==> src/rtl/riscv_pkg.sv <==
// Shared encodings for the memory arbiter: requester owners, priority
// states, the response tag layout and the byte-enable width.
package riscv_pkg;

    localparam int BE_W = 4;

    typedef enum logic {
        OWN_IF = 1'b0,
        OWN_D  = 1'b1
    } owner_e;

    typedef enum logic {
        PRIO_D  = 1'b0,
        PRIO_IF = 1'b1
    } prio_state_e;

    typedef struct packed {
        logic   valid;
        owner_e owner;
    } resp_tag_t;

endpackage

==> src/rtl/mem_resp_route.sv <==
// Tracks which requester owns the read issued last cycle and steers the
// RAM read data and a one-cycle rvalid pulse back to that requester.
module mem_resp_route
    import riscv_pkg::*;
#(
    parameter int DW = 32
) (
    input  logic          clk,
    input  logic          rst,
    input  logic          i_rd_grant,
    input  owner_e        i_rd_owner,
    input  logic [DW-1:0] i_mem_rdata,
    output logic          o_if_rvalid,
    output logic [DW-1:0] o_if_rdata,
    output logic          o_d_rvalid,
    output logic [DW-1:0] o_d_rdata
);

    resp_tag_t r_tag;
    logic      w_live;

    always_ff @(posedge clk) begin
        if (rst) begin
            r_tag <= '{valid: 1'b0, owner: OWN_IF};
        end else begin
            r_tag <= '{valid: i_rd_grant, owner: i_rd_owner};
        end
    end

    // A read issued just before reset must not surface during the reset cycle.
    assign w_live      = r_tag.valid && !rst;
    assign o_if_rvalid = w_live && (r_tag.owner == OWN_IF);
    assign o_d_rvalid  = w_live && (r_tag.owner == OWN_D);
    assign o_if_rdata  = o_if_rvalid ? i_mem_rdata : '0;
    assign o_d_rdata   = o_d_rvalid  ? i_mem_rdata : '0;

endmodule

==> src/rtl/mem_arbiter.sv <==
// Two-requester arbiter (instruction fetch, load/store) for a single-port
// RAM with 1-cycle read latency; data has priority unless fetch starves.
module mem_arbiter
    import riscv_pkg::*;
#(
    parameter  int AW       = 8,
    parameter  int DW       = 32,
    parameter  int MAX_WAIT = 4,
    localparam int WCW      = $clog2(MAX_WAIT + 1)
) (
    input  logic            clk,
    input  logic            rst,
    input  logic            if_req,
    input  logic [AW-1:0]   if_addr,
    output logic            if_gnt,
    output logic            if_rvalid,
    output logic [DW-1:0]   if_rdata,
    input  logic            d_req,
    input  logic            d_we,
    input  logic [BE_W-1:0] d_be,
    input  logic [AW-1:0]   d_addr,
    input  logic [DW-1:0]   d_wdata,
    output logic            d_gnt,
    output logic            d_rvalid,
    output logic [DW-1:0]   d_rdata,
    output logic            mem_en,
    output logic [BE_W-1:0] mem_we,
    output logic [AW-1:0]   mem_addr,
    output logic [DW-1:0]   mem_wdata,
    input  logic [DW-1:0]   mem_rdata,
    output prio_state_e     o_dbg_state,
    output logic [WCW-1:0]  o_dbg_wait_cnt
);

    localparam logic [WCW-1:0] MAX_CNT = WCW'(MAX_WAIT);

    prio_state_e    r_state;
    logic [WCW-1:0] r_wait_cnt;
    logic [WCW-1:0] w_cnt_next;
    logic           w_if_gnt;
    logic           w_d_gnt;

    // Data wins a tie unless fetch has been promoted; reset blocks all grants.
    always_comb begin
        w_if_gnt = 1'b0;
        w_d_gnt  = 1'b0;
        if (!rst) begin
            if (d_req && (!if_req || r_state == PRIO_D)) begin
                w_d_gnt = 1'b1;
            end else if (if_req) begin
                w_if_gnt = 1'b1;
            end
        end
    end

    always_comb begin
        w_cnt_next = '0;
        if (if_req && !w_if_gnt) begin
            w_cnt_next = (r_wait_cnt == MAX_CNT) ? r_wait_cnt : r_wait_cnt + 1'b1;
        end
    end

    // Promotion happens on the edge where the stall count reaches MAX_WAIT,
    // so the starved fetch wins in the very next cycle.
    always_ff @(posedge clk) begin
        if (rst) begin
            r_state    <= PRIO_D;
            r_wait_cnt <= '0;
        end else begin
            r_wait_cnt <= w_cnt_next;
            case (r_state)
                PRIO_D:  if (if_req && w_cnt_next == MAX_CNT) r_state <= PRIO_IF;
                PRIO_IF: if (w_if_gnt || !if_req) r_state <= PRIO_D;
                default: r_state <= PRIO_D;
            endcase
        end
    end

    assign if_gnt    = w_if_gnt;
    assign d_gnt     = w_d_gnt;
    assign mem_en    = w_if_gnt || w_d_gnt;
    assign mem_we    = (w_d_gnt && d_we) ? d_be : '0;
    assign mem_addr  = w_d_gnt ? d_addr : if_addr;
    assign mem_wdata = d_wdata;

    assign o_dbg_state    = r_state;
    assign o_dbg_wait_cnt = r_wait_cnt;

    mem_resp_route #(
        .DW (DW)
    ) u_resp_route (
        .clk         (clk),
        .rst         (rst),
        .i_rd_grant  (w_if_gnt || (w_d_gnt && !d_we)),
        .i_rd_owner  (w_d_gnt ? OWN_D : OWN_IF),
        .i_mem_rdata (mem_rdata),
        .o_if_rvalid (if_rvalid),
        .o_if_rdata  (if_rdata),
        .o_d_rvalid  (d_rvalid),
        .o_d_rdata   (d_rdata)
    );

endmodule

==> config.mk <==
export PLATFORM = sky130hd
export DESIGN_NAME = mem_arbiter
export DESIGN_NICKNAME = d
export VERILOG_FILES = /design/src/rtl/riscv_pkg.sv /design/src/rtl/mem_resp_route.sv /design/src/rtl/mem_arbiter.sv
export SDC_FILE = /design/constraint.sdc
export NUM_CORES = 1
export LEC_CHECK = 0
export ABC_AREA = 1
export ABC_CLOCK_PERIOD_IN_PS = 960
export CAP_MARGIN = 20
export CORE_MARGIN = 10
export CORE_UTILIZATION = 19
export CTS_CLUSTER_DIAMETER = 120
export DETAILED_ROUTE_END_ITERATION = 12
export GPL_TIMING_DRIVEN = 0
export PLACE_DENSITY_LB_ADDON = 0.1
export SLEW_MARGIN = 20
export SYNTH_ARGS = -nofsm -noshare
export SYNTH_HDL_FRONTEND = slang
export SYNTH_SLANG_ARGS = --single-unit
export TNS_END_PERCENT = 5
==> constraint.sdc <==
create_clock -name clk -period 0.96 [get_ports clk]
set_clock_uncertainty 0.1 [all_clocks]
set_input_delay 0.096 -clock clk [delete_from_list [all_inputs] [get_ports clk]]
set_output_delay 0.096 -clock clk [all_outputs]
set_load 0.02 [all_outputs]
### Yosys cells after proc, flatten, opt, wreduce, memory -nomap -nowiden

Cells that the tools add are included.

| storage, ports and cells | value |
|---|---|
| word-level logic and storage cells | 40 |
| bits of input ports | 89 |
| register bits | 6 |
| RAM bits | 0 |
| memory bits (read-only) | 0 |
| latch bits | 0 |
| memories kept | 0 |
| output and inout bits | 117 |

| operators by class | value |
|---|---|
| add/subtract/negate cells | 1 |
| multipliers | 0 |
| eq/ne operators | 2 |
| bitwise operators | 2 |
| shift-type cells | 0 |
| magnitude comparators | 0 |
| divide/modulo/power cells | 0 |
| reduce and logical (&&, ||, !) cells | 16 |
| multiplexer cells | 15 |

Operators with widths:

| cell | count |
|---|---|
| $mux W32 | 2 |
| $logic_and A1 B1 Y1 | 8 |
| $mux W1 | 8 |
| $mux W8 | 1 |
| $eq A3 B3 Y1 const B | 2 |
| $mux W3 | 2 |
| $logic_not A1 Y1 | 4 |
| $logic_or A1 B1 Y1 | 4 |
| $mux W4 | 1 |
| $add A3 B1 Y3 const B | 1 |
| $not A1 Y1 | 2 |
| $pmux W1 S2 | 1 |

### Logic depth before layout (Yosys ltp)

Gate-level depths: netlist (run 1).

| depth | value |
|---|---|
| depth after elaboration | 12 |
| gate-level depth with buffers | 7 |
| mapped depth without buffers | 7 |

### Hierarchy

From an unflattened synthesis (run 1), not the netlist that was laid out.

| second synthesis, totals | value |
|---|---|
| cell total of the unflattened synthesis | 218 |
| area, all modules | 1246.2 µm² |

Modules (own cells, without submodules):

| module | cells each | seq. area each (µm²) | instances | area an instance (µm²) |
|---|---|---|---|---|
| mem_arbiter | 104 | 80.1 | 1 | 625.6 |
| mem_resp_route | 114 | 40.0 | 1 | 620.6 |

### Worst setup path before layout (run 1)

Ideal clock, no wire load.

| timing path | value |
|---|---|
| path kind | register -> output |
| from | reg r_state, in the netlist o_dbg_state |
| to | out mem_we[0] |
| data required time | 0.764 ns |
| slack | -0.302 ns |
| data arrival time | 1.066 ns |
| buffers on the path | 1 |
| stages on the path, launching flop included | 7 |
| cells stage by stage | dfxtp_1 > nand2_1 > nand2_2 > nor2_4 > buf_6 > nand2_4 > nor2_2 |

| between the ends | value |
|---|---|
| cells in the longest elaborated chain, start to end | 7 |

Ends and longest elaborated chain:

| item | RTL line | source |
|---|---|---|
| from (decl) | mem_arbiter.sv:37 | `prio_state_e r_state;` |
| from (signal assigned) | mem_arbiter.sv:67 | `r_state <= PRIO_D;` |
| from (signal assigned) | mem_arbiter.sv:72 | `PRIO_D: if (if_req && w_cnt_next == MAX_CNT) r_state <= PRIO_IF;` |
| from (signal assigned) | mem_arbiter.sv:73 | `PRIO_IF: if (w_if_gnt \|\| !if_req) r_state <= PRIO_D;` |
| $not A1 Y1 | - |  |
| $logic_or A1 B1 Y1 | mem_arbiter.sv:48 | `if (d_req && (!if_req \|\| r_state == PRIO_D)) begin` |
| $logic_and A1 B1 Y1 | mem_arbiter.sv:48 |  |
| $mux W1 | mem_arbiter.sv:48 |  |
| $mux W1 | mem_arbiter.sv:47 | `if (!rst) begin` |
| named net d_gnt | mem_arbiter.sv:23 | `output logic d_gnt,` |
| $logic_and A1 B1 Y1 | mem_arbiter.sv:82 | `assign mem_we = (w_d_gnt && d_we) ? d_be : '0;` |
| $mux W4 | mem_arbiter.sv:82 |  |
| to (decl) | mem_arbiter.sv:27 | `output logic [BE_W-1:0] mem_we,` |

The timed path passes the listed nets, and every way through them passes these cells.

### Worst setup path in the final report (run 1)

| timing path | value |
|---|---|
| from | reg r_state, in the netlist o_dbg_state |
| to | out mem_we[0] |

| between the ends | value |
|---|---|
| cells in the longest elaborated chain, start to end | 7 |

Ends and longest elaborated chain:

| item | RTL line |
|---|---|
| $not A1 Y1 | - |
| $logic_or A1 B1 Y1 | mem_arbiter.sv:48 |
| $logic_and A1 B1 Y1 | mem_arbiter.sv:48 |
| $mux W1 | mem_arbiter.sv:48 |
| $mux W1 | mem_arbiter.sv:47 |
| $logic_and A1 B1 Y1 | mem_arbiter.sv:82 |
| $mux W4 | mem_arbiter.sv:82 |

No other way between the ends.

==> run summary, run 1 <==
total CTS buffers - 3
Yosys top cell by area - nor2_1
failing checks - negative setup slack
EDFF count, synth - 0
PnR worst setup slack - -497 ps
Vias - 1810
Root Buffer - clkbuf_8
status - complete, but fails checks
Worst Max-Slew Pin Slew - 241 ps
Most used DFF post-synth - dfxtp_1
synth warn - 0
crit-path max FO - 10
Lkg Pwr - 1.69 nW
final WL - 7.10 mm
DR DRC count - 0
RD Place Congestion - 0.795
Overall Global Routing Usage - 13.5%
CTS clock-pin slew for the worst setup and hold paths - 40 ps
DRT met1 WL - 2.55 mm
Slew Limit Fails - 0
Yosys reg bits - 6
number of max-cap violations - 0
CP Data Arrival Time - 1260 ps
first-pass GRT wire length - 10.9 mm
Pwr Total - 0.00178 W
hold slack - 226 ps
vias in the first global route - 1925
mapped cell area - 1160 um2
Final Critical Period - 1460 ps
Area growth syn-to-layout - 164%
Reg2Reg Depth - 6
kind of critical path - flip-flop to primary output
antenna-violating nets left - 0
Die Y - 98.1 um
hold depth - 2
Async SR Flop Fraction - 0%
Fin. Hold Viols - 0
RSZ-0062 raised after global routing - true
Die Span X - 98.1 um
slowest stage cell, crit path - dfxtp_4
Peak VDD IR - 414 uV
Util after Layout - 51.6%
Crit. End Element - primary output
Filler cells - 618
die area - 9620 um2
hpwl dp - 6.23 mm
clk_lat worst skew - 220 ps
initial drt markers - 27
drt wl/cell - 15.1 um
Syn Inst Count - 215
Longest Clk Path Bufs - 2
leading cell type by number of instances after synthesis - nor2_1
largest net degree at the start of global routing - 11
Placeable Area - 5920 um2
H-Tree Depth - 1
Area contributors post-synth - nor2_1 23%, buf_4 21%, inv_1 15%
max_slew headroom - 83.9%
HP Class - input pin to flip-flop
PwrDens - 584 nW/um2
post-synthesis sequential area ratio - 10.4%
IO buf count - 173
Synth Area per Inst - 5.39 um2
worst-path cell chain - nand2_4 -> nand2_4 -> nor2_4 -> buf_8 -> nand2_8 -> nor2_4 -> buf_6
fmax - 686 MHz
TritonCTS clock tree - done
layout cell share with drive strength beyond 1 - 52.4%
initial antenna violation count - 0
vias per cell - 3.85
critical path required time - 760 ps
Final setup viols - 87
initial cell density of the core - 19.6%
final net count - 487
Core Rows - 28
clk sink count - 6
first-pass iteration count of the detailed router - 4
share of the synthesized area in the top cell type - 22.7%
routed wl met3 - 833 um
# IOs - 206
fin crit share - 152%
Critical Path Max Stage Delay - 350 ps
synth cell count leaders - 70 x nor2_1, 46 x inv_1, 34 x nand2_1
total gr overflow - 0
Cell variety after synth - 16
CP startpoint kind - flip-flop
length of routed met2 wiring - 3.70 mm
hold_buf cts - 0
diode count - 0
Max Used Layer - met4
post-synth net total - 306
==> worst max-delay path: cells and delay by family (launching register included) <==
family	cells	cell delay (ps)
buffers and inverters	2	270
AND/OR/NAND/NOR	5	420
flip-flops	1	350
==> cell type report <==
| cell class | count | area [um2] | share of cell area (%) |
|---|---|---|---|
| sequential | 6 | 135 | 4.42 |
| timing repair buffer | 176 | 1590 | 51.9 |
| tap | 75 | 93.8 | 3.07 |
| clock buffer | 4 | 45.0 | 1.47 |
| inverter | 48 | 180 | 5.89 |
| multi-input combinational | 122 | 693 | 22.7 |
| buffer | 39 | 323 | 10.6 |
==> stage by stage <==
step | area (um2) | setup WS [ps] | TNS [ps] | cells
finish | 3060 | -497 | -29220 | 470
global route | 3060 | -579 | -35880 | 470
CTS | 2990 | -518 | -31090 | 470
detailed placement | 3030 | -1110 | -87330 | 463
global placement | 3030 | -1100 | -86680 | 463
floorplan | 1200 | -227 | -14390 | 215
==> routing by layer <==
| metal | vias to the layer above | GRT usage (%) |
|---|---|---|
| met5 | - | 0 |
| met4 | 0 | 2.01 |
| met3 | 2 | 5.29 |
| met2 | 114 | 25.3 |
| met1 | 765 | 14.1 |
| li1 | 929 | - |
==> final timing paths <==
kind / from / endpoint / slack [ps]
worst max-delay path: o_dbg_state / mem_we[0] / -500
worst min-delay path: rst / u_resp_route.r_tag[0] / 230
worst max register to register: o_dbg_wait_cnt[0] / o_dbg_wait_cnt[2] / -150
worst min register to register: o_dbg_state / o_dbg_state / 440
==> logic make-up (layout without fill, tap and decap cells) <==
group / Yosys count / in the layout / synth area share, %
flip-flops: 6 / 6 / 10.4
buffers and inverters: 87 / 267 / 43.1
AND/OR/NAND/NOR: 119 / 119 / 44.0
AO/OA/AOI/OAI: 1 / 1 / 0.432
adder cells (fa/ha/maj): 2 / 2 / 2.16
==> placed cells by master, fill, tap and decap left out <==
| cell | netlist | routed |
|---|---|---|
| nor3_1 | 1 | 1 |
| inv_1 | 46 | 45 |
| nand2_4 | 1 | 2 |
| nor2_2 | 4 | 17 |
| clkbuf_8 | 0 | 3 |
| ha_1 | 2 | 1 |
| buf_8 | 0 | 1 |
| o21ai_0 | 1 | 1 |
| nand3_1 | 5 | 5 |
| nand3_4 | 2 | 2 |
| buf_6 | 7 | 41 |
| inv_2 | 2 | 3 |
| nand2_8 | 0 | 1 |
| dfxtp_4 | 0 | 3 |
| dlygate4sd2_1 | 0 | 3 |
| buf_2 | 0 | 2 |
| clkbuf_1 | 0 | 1 |
| ha_2 | 0 | 1 |
| dfxtp_2 | 0 | 3 |
| nor2_4 | 1 | 14 |
| nand2_1 | 34 | 33 |
| clkdlybuf4s50_1 | 0 | 54 |
| buf_4 | 32 | 114 |
| nor2_1 | 70 | 44 |
==> where the power goes <==
| part | total [W] | switching, W | internal, W |
|---|---|---|---|
| clock network | 0.000398 | 0.000112 | 0.000286 |
| registers | 0.000264 | 0.00000996 | 0.000254 |
| logic | 0.00112 | 0.000526 | 0.000596 |
| total | 0.00178 | 0.000648 | 0.00114 |
==> repair_timing <==
| action | in CTS | in global routing |
|---|---|---|
| buffers inserted | 1 | 0 |
| hold endpoints to repair | 0 | 0 |
| setup endpoints to repair | 121 | 90 |
| pin swaps | 5 | 4 |
| gates resized for setup | 517 | 20 |
| cloned | 2 | 0 |
==> sequential cells by signal, indices dropped and copies added, names as in the netlist <==
| name | count |
|---|---|
| o_dbg_wait_cnt | 3 |
| o_dbg_state | 1 |
| u_resp_route.r_tag | 2 |
(Power assumes the default switching activity.)
==> run 2: changes to the inputs <==
Settings changed: SLEW_MARGIN 20 to 10.
==> results of run 2 <==
Same layout as run 1: the final DEF is identical, and so are final timing and power.
